--- src/rtl/lb_window_ctrl.sv ---
// Line-buffer sequencer: accepts a raster pixel stream, drives the line-buffer write enable
// and reports every pixel position that completes a WIN x WIN window.
//
// state | meaning
// IDLE  | waiting for the first pixel of a frame
// FILL  | accepting rows 0..WIN-2, no window possible yet
// RUN   | windows are being produced
// DONE  | frame complete, input refused until the last window drains
module lb_window_ctrl #(
  parameter int IMG_W = 64,
  parameter int IMG_H = 64,
  parameter int WIN   = 3,
  parameter int CW    = 7
) (
  input  logic          CLK,
  input  logic          RESET,
  input  logic          in_valid,
  output logic          in_ready,
  input  logic          flush,
  output logic          lb_wen,
  output logic          out_valid,
  input  logic          out_ready,
  output logic [CW-1:0] out_col,
  output logic [CW-1:0] out_row,
  output logic          busy,
  output logic          frame_done
);

  typedef enum logic [1:0] {IDLE, FILL, RUN, DONE} state_t;

  localparam logic [CW-1:0] COL_LAST = CW'(IMG_W - 1);
  localparam logic [CW-1:0] ROW_LAST = CW'(IMG_H - 1);
  localparam logic [CW-1:0] WIN_LAST = CW'(WIN - 1);
  localparam logic [CW-1:0] ROW_PRE  = CW'(WIN - 2);

  state_t        state, state_nxt;
  logic [CW-1:0] col, row;
  logic          accept, col_wrap, last_pix, win_hit;

  // RESET gates in_ready so no write can slip out while reset is held
  always_comb begin
    in_ready = !RESET && (state != DONE) && !flush && !(out_valid && !out_ready);
    accept   = in_valid && in_ready;
    lb_wen   = accept;
    col_wrap = (col == COL_LAST);
    last_pix = col_wrap && (row == ROW_LAST);
    win_hit  = accept && (row >= WIN_LAST) && (col >= WIN_LAST);
    busy     = (state != IDLE);
  end

  always_comb begin
    state_nxt = state;
    case (state)
      IDLE: if (accept) state_nxt = FILL;
      FILL: if (accept && col_wrap && row == ROW_PRE) state_nxt = RUN;
      RUN:  if (accept && last_pix) state_nxt = DONE;
      DONE: if (!out_valid || out_ready) state_nxt = IDLE;
      default: state_nxt = IDLE;
    endcase
    if (flush) state_nxt = IDLE;
  end

  always_ff @(posedge CLK or posedge RESET) begin
    if (RESET) state <= IDLE;
    else       state <= state_nxt;
  end

  always_ff @(posedge CLK or posedge RESET) begin
    if (RESET) begin
      col <= '0;
      row <= '0;
    end else if (flush) begin
      col <= '0;
      row <= '0;
    end else if (accept) begin
      if (last_pix) begin
        col <= '0;
        row <= '0;
      end else if (col_wrap) begin
        col <= '0;
        row <= row + 1'b1;
      end else begin
        col <= col + 1'b1;
      end
    end
  end

  // A load wins over a drain in the same cycle, which gives one window per clock
  always_ff @(posedge CLK or posedge RESET) begin
    if (RESET) begin
      out_valid  <= 1'b0;
      out_col    <= '0;
      out_row    <= '0;
      frame_done <= 1'b0;
    end else begin
      frame_done <= !flush && accept && last_pix;
      if (flush) begin
        out_valid <= 1'b0;
      end else if (win_hit) begin
        out_valid <= 1'b1;
        out_col   <= col;
        out_row   <= row;
      end else if (out_ready) begin
        out_valid <= 1'b0;
      end
    end
  end

endmodule

--- config.mk ---
export PLATFORM = sky130hd
export DESIGN_NAME = lb_window_ctrl
export DESIGN_NICKNAME = d
export VERILOG_FILES = /design/src/rtl/lb_window_ctrl.sv
export SDC_FILE = /design/constraint.sdc
export NUM_CORES = 1
export LEC_CHECK = 0
export ABC_AREA = 1
export CELL_PAD_IN_SITES_DETAIL_PLACEMENT = 0
export CELL_PAD_IN_SITES_GLOBAL_PLACEMENT = 1
export CORE_ASPECT_RATIO = 0.8
export CORE_MARGIN = 2
export CORE_UTILIZATION = 30
export DETAILED_ROUTE_END_ITERATION = 10
export GPL_TIMING_DRIVEN = 0
export PLACE_DENSITY = 0.69
export SYNTH_ARGS = -nofsm -noshare
export SYNTH_HDL_FRONTEND = slang
export SYNTH_SLANG_ARGS = --single-unit
--- constraint.sdc ---
create_clock -name CLK -period 1.7 [get_ports CLK]
set_clock_uncertainty 0.15 [all_clocks]
set_input_delay 0.255 -clock CLK [delete_from_list [all_inputs] [get_ports CLK]]
set_output_delay 0.255 -clock CLK [all_outputs]
set_load 0.01 [all_outputs]
; Word-level counts from Yosys, hierarchy flattened
; Cells that the tools add are included.
[op_classes]
mux = 17
magnitude_cmp = 2
n_reduce_logical = 27
n_eq_ne = 11
n_addsub = 2
n_bitwise = 1
[ops]
columns = operator, n
row1 = two-way mux 7 bit, 8
row2 = adder 7 x 1 -> 7 bit (second input constant), 2
row3 = == test 7 x 6 -> 1 bit (second input constant), 2
row4 = >= comparator 7 x 2 -> 1 bit (second input constant), 2
row5 = logical AND 1 bit, 13
row6 = inequality test 3 bit (second input constant), 4
row7 = two-way mux 2 bit, 5
row8 = one-hot mux 2 bit (4 select lines), 1
row9 = == test 7 x 1 -> 1 bit (second input constant), 1
row10 = nonzero test 3 bit, 2
row11 = zero test 1 bit, 5
row12 = == test 2 bit (second input constant), 2
row13 = AND reduction 2 bit, 2
row14 = AND reduction 4 bit, 1
row15 = nonzero test 2 bit, 2
row16 = two-way mux 1 bit, 3
row17 = == test 2 x 1 -> 1 bit (second input constant), 1
row18 = zero test 2 bit, 1
row19 = inequality test 2 bit (second input constant), 1
row20 = logical OR 1 bit, 1
row21 = NOT 1 bit, 1
[word_totals]
wordCells = 67
out_inout_bits = 19
ff_bits = 32

; Logic depth before layout (Yosys ltp)
[logic_depth]
word_depth = 10
depth_mapped = 9
mapped_depth_nobuf = 9

; Worst setup path before layout
; OpenSTA, ideal clock, no wires.
[synth_path]
path_type = reg2reg
from = register state[0]
to = register out_row[0]
arrival_time_ns = 1.503
setup_time_ns = 0.122
stages_incl_launch_ff = 10
path_buffers = 2
slack_ns = -0.075
path_cell_list = dfrtp_1 -> ha_1 -> nor2_2 -> nand3_4 -> nor2_8 -> nand3_2 -> buf_6 -> buf_6 -> nand2_1 -> o21ai_1
[synth_via]
elab_chain_len = 8
[synth_lines]
columns = item, line
row1 = from (decl), 36  ; state_t state, state_nxt;
row2 = from (signal assigned), 65  ; else state <= state_nxt;
row3 = inequality test 2 bit, 42  ; in_ready = !RESET && (state != DONE) && !flush && !(out_valid && !out_ready);
row4 = logical AND 1 bit (3 in series), 42
row5 = logical AND 1 bit, 43  ; accept = in_valid && in_ready;
row6 = via lb_wen, 20  ; output logic lb_wen,
row7 = logical AND 1 bit (2 in series), 47  ; win_hit = accept && (row >= WIN_LAST) && (col >= WIN_LAST);
row8 = AND reduction 2 bit (no source line), n/a
row9 = to (signal assigned), 102  ; out_row <= row;
row10 = to (decl), 24  ; output logic [CW-1:0] out_row,
; The timed path passes the listed nets, and every way through them passes these cells.
; A chain may end at the register's enable or synchronous reset.

; Final worst setup path
[layout_path]
from = register state[1]
to = output in_ready
[layout_via]
elab_chain_len = 4
[layout_lines]
columns = item, line
row1 = inequality test 2 bit, 42
row2 = logical AND 1 bit (3 in series), 42
row3 = to (decl), 18  ; output logic in_ready,
; Every way passes these cells.

==> metrics.txt <==
status complete, but fails checks; failing checks setup timing; Pre-antenna DRT Iters 4; Site Rows 24; Combinational Power Share around 33%; footprint of the multi-input gates ~940 um^2; final wirelength a little under 4000 um; WL per Instance 12.20 um; total CTS buffers 5; Max VDD drop just under 0.4 mV; clock share of power roughly a quarter; CP required approximately 1300 ps; Initial Utilization 31.51%; initial antenna violation count 0; core area around 5600 um^2; final hold vios 0; drt initial violations 52; CP max stage delay approximately 400 ps; clock latency on the worst-skew pair about 280 ps; Final Net Count 262; NetSw around 680 uW; global placer's final weighted congestion around 0.82; grt total ovfl 0; I/O Buffers 22; # diodes 0; H-tree lvl count 2; Syn Nets around 210; CP dominant cell by count buf_6; RSZ-0062 raised after global routing yes; Reg power frac a little over 40%; Max-Cap Viols 0; largest net degree at the start of global routing 33; vias about 1.4k; Power Density 837.5 nW/um^2; post-route setup slack -76.19 ps; layout cells sized above 1 a little over a third; Yosys reg bits 32; Slew @ Worst Pin ~500 ps; Cell variety after synth 28; Die ar. ~6500 um^2; DR vias/cell roughly 4.4; Total GRT Usage about 13%; Setup CP Type flop to primary output; Setup TNS -800.1 ps; die height between 70 and 80 um; Max Slew Vio Count 0; static leakage 0.001109 uW; Detail Placement HPWL around 2600 um; vias in the first global route 1398; worst path cell trace ha_2 -> nor2_4 -> nand3_4 -> buf_6 -> inv_2 -> buf_6; Syn Std Cell Area approximately 1800 um^2; CTS max path bufs 2; Int Power about 1400 uW; CP Capture Type primary output; Post-Syn Area per Cell between 8 and 9 um^2; CP delay by family, top flip-flops; Reg clk slew, reported paths roughly 70 ps; Area Growth Syn to Fin 44.53%; CTS tree yes; filler cell count around 560; sequential-to-total area share from yosys stat 45.75%; fin cells about 330; relative slew slack around two thirds; fin crit share 104.5%; Final setup viols 19; slowest CP cell dfrtp_1; register area ~800 um^2; root buffer cell clkbuf_8; worst-path fanout max 2; Hold Crit Class input port to flop; Critical Path Start Type flop; synth warn 0; Post-DRT Antenna Nets 0; worst path bufs/invs 3; max frequency 563.0 MHz; die extent in x between 80 and 90 um; WP data arrival between 1000 and 1500 ps; Post-Syn Instances ~200; first-pass GRT wire length between 6000 and 7000 um; hold buffer count at cts 0; Ports 24; sw frac 32.18%; Min Clock Period, post-route about 1800 ps; Remaining DRCs 0; placed insts slightly below 300; CTS sink count 32
-- flip-flops by register name, indices dropped and copies added, names as in the netlist --
signal / count
col: 7
frame_done: 1
out_col: 7
out_row: 7
out_valid: 1
row: 7
state: 2
-- metrics by stage --
stage | cell area [um^2] | total power, uW | setup slack, ps | hold WS [ps] | utilization, %
2_1_floorplan | 1758 | 1194 | -7.303 | 221.2 | -
3_3_place_gp | 2076 | 1363 | -460.4 | 314.1 | 37.36
3_5_place_dp | 2076 | 1362 | -455.3 | 327.4 | 37.36
4_1_cts | 2372 | 2041 | -108.1 | 58.48 | 42.70
5_1_grt | 2530 | 2266 | -156.1 | 65.48 | 45.54
6_report | 2530 | 2119 | -76.19 | 66.57 | 45.54
-- metal layers --
metal  up-vias  part of all wire, %  global-route usage, %
met3         2                  3.7                  3.185
met2        25                   44                  19.01
li1        736                    -                      -
met4         0                 0.20                  3.980
met5         -                    0                      0
met1       665                   52                  20.13
-- final timing paths --
kind / startpoint / endpoint / slack (ps) / depth (start not counted)
worst min register to register: out_row[6]$_DFFE_PP0P_ / out_row[6]$_DFFE_PP0P_ / 340 / 2
worst max register to register: state[1]$_DFFE_PP0P_ / out_col[1]$_DFFE_PP0P_ / -60 / 10
min in group asynchronous: RESET / out_col[1]$_DFFE_PP0P_ / 180 / 2
worst max-delay path: state[1]$_DFFE_PP0P_ / in_ready / -80 / 6
max in group asynchronous: RESET / frame_done$_DFF_PP0_ / 790 / 3
worst min-delay path: flush / col[6]$_DFFE_PP0P_ / 70 / 2
-- worst reg2reg max path, delay by kind of cell, from the launching register on --
family | cells | cell delay, ps
DFF | 1 | 390
AOI/OAI and AO/OA | 1 | 60
adders and majority gates | 1 | 210
buffers and inverters | 3 | 400
and+or+nand+nor | 5 | 450
-- layout by cell type (no fill, tap or decap), types with 2 or more instances in the layout --
cell type         n
ha_2              3
nor2_4            2
xor2_1            5
nand2_1          20
clkbuf_8          5
nand4_1           2
clkdlybuf4s50_1  19
buf_4            11
nand3_1          10
o22ai_1           6
buf_6            11
nor2_2            6
nand3_2           5
ha_1              6
nand3_4           2
nand2_2          14
buf_16            2
nand2_4           2
nor3_1            3
dfrtp_1          32
nor2_1           14
buf_2             3
inv_1            25
o21ai_2           7
o21ai_0           4
o21ai_1           8
-- logic make-up (layout without fill, tap and decap cells) --
kind of cell             Yosys count  in the layout  share of synthesized area [%]
XOR/XNOR                           6              6                          3.002
buffers and inverters             34             84                          9.077
adder cells (fa/ha/maj)           10             10                          7.148
AO/OA/AOI/OAI                     32             32                          11.51
flip-flops                        32             32                          45.75
AND/OR/NAND/NOR                   83             83                          23.52
-- area by class of cell --
cell class | count | share of cell area [%]
inverters | 30 | 5.044
flip-flops and latches | 32 | 31.65
repair buffers | 43 | 17.11
clock inverters | 1 | 0.1978
well taps | 78 | 3.858
multi-input cells | 131 | 37.34
clock buffers | 6 | 2.868
plain buffers | 4 | 1.929
-- Yosys cell counts --
cell	number	share of area, %
o21a_1	1	0.43
nand2_1	35	7.5
ha_1	10	7.1
nand3_4	1	1.0
nor2_2	3	1.1
o22ai_1	6	2.1
inv_8	1	0.64
buf_2	1	0.29
nand3_2	2	1.1
nand3_1	14	4.0
nor2_1	19	4.1
xor2_1	5	2.5
dfrtp_1	32	46
inv_1	29	6.2
o21ai_2	6	3.0
o31ai_1	1	0.43
buf_6	3	1.9
o21ai_1	5	1.4
nand4_1	2	0.71
o21ai_0	9	2.6
nor2_8	1	1.1
nand2_4	2	1.3
nor3_1	3	0.86
a311oi_1	1	0.50
nand4_2	1	0.71
a211oi_1	1	0.43
a21oi_1	2	0.57
xnor2_1	1	0.50
-- power by group through the flow --
stage,registers (uW),logic (uW),clock network (uW)
finish,862,695,562
CTS,860,607,574
global placement,881,482,0
detailed placement,883,479,0
floorplan,887,306,0
global route,870,779,617
-- timing repair --
item | in CTS | in global routing
resized for setup | 47 | 26
gates cloned | 2 | 0
pin swaps | 8 | 12
buffers inserted | 11 | 7
endpoints found under the setup margin | 57 | 32
Note: power is estimated with default switching activity, not from simulation.
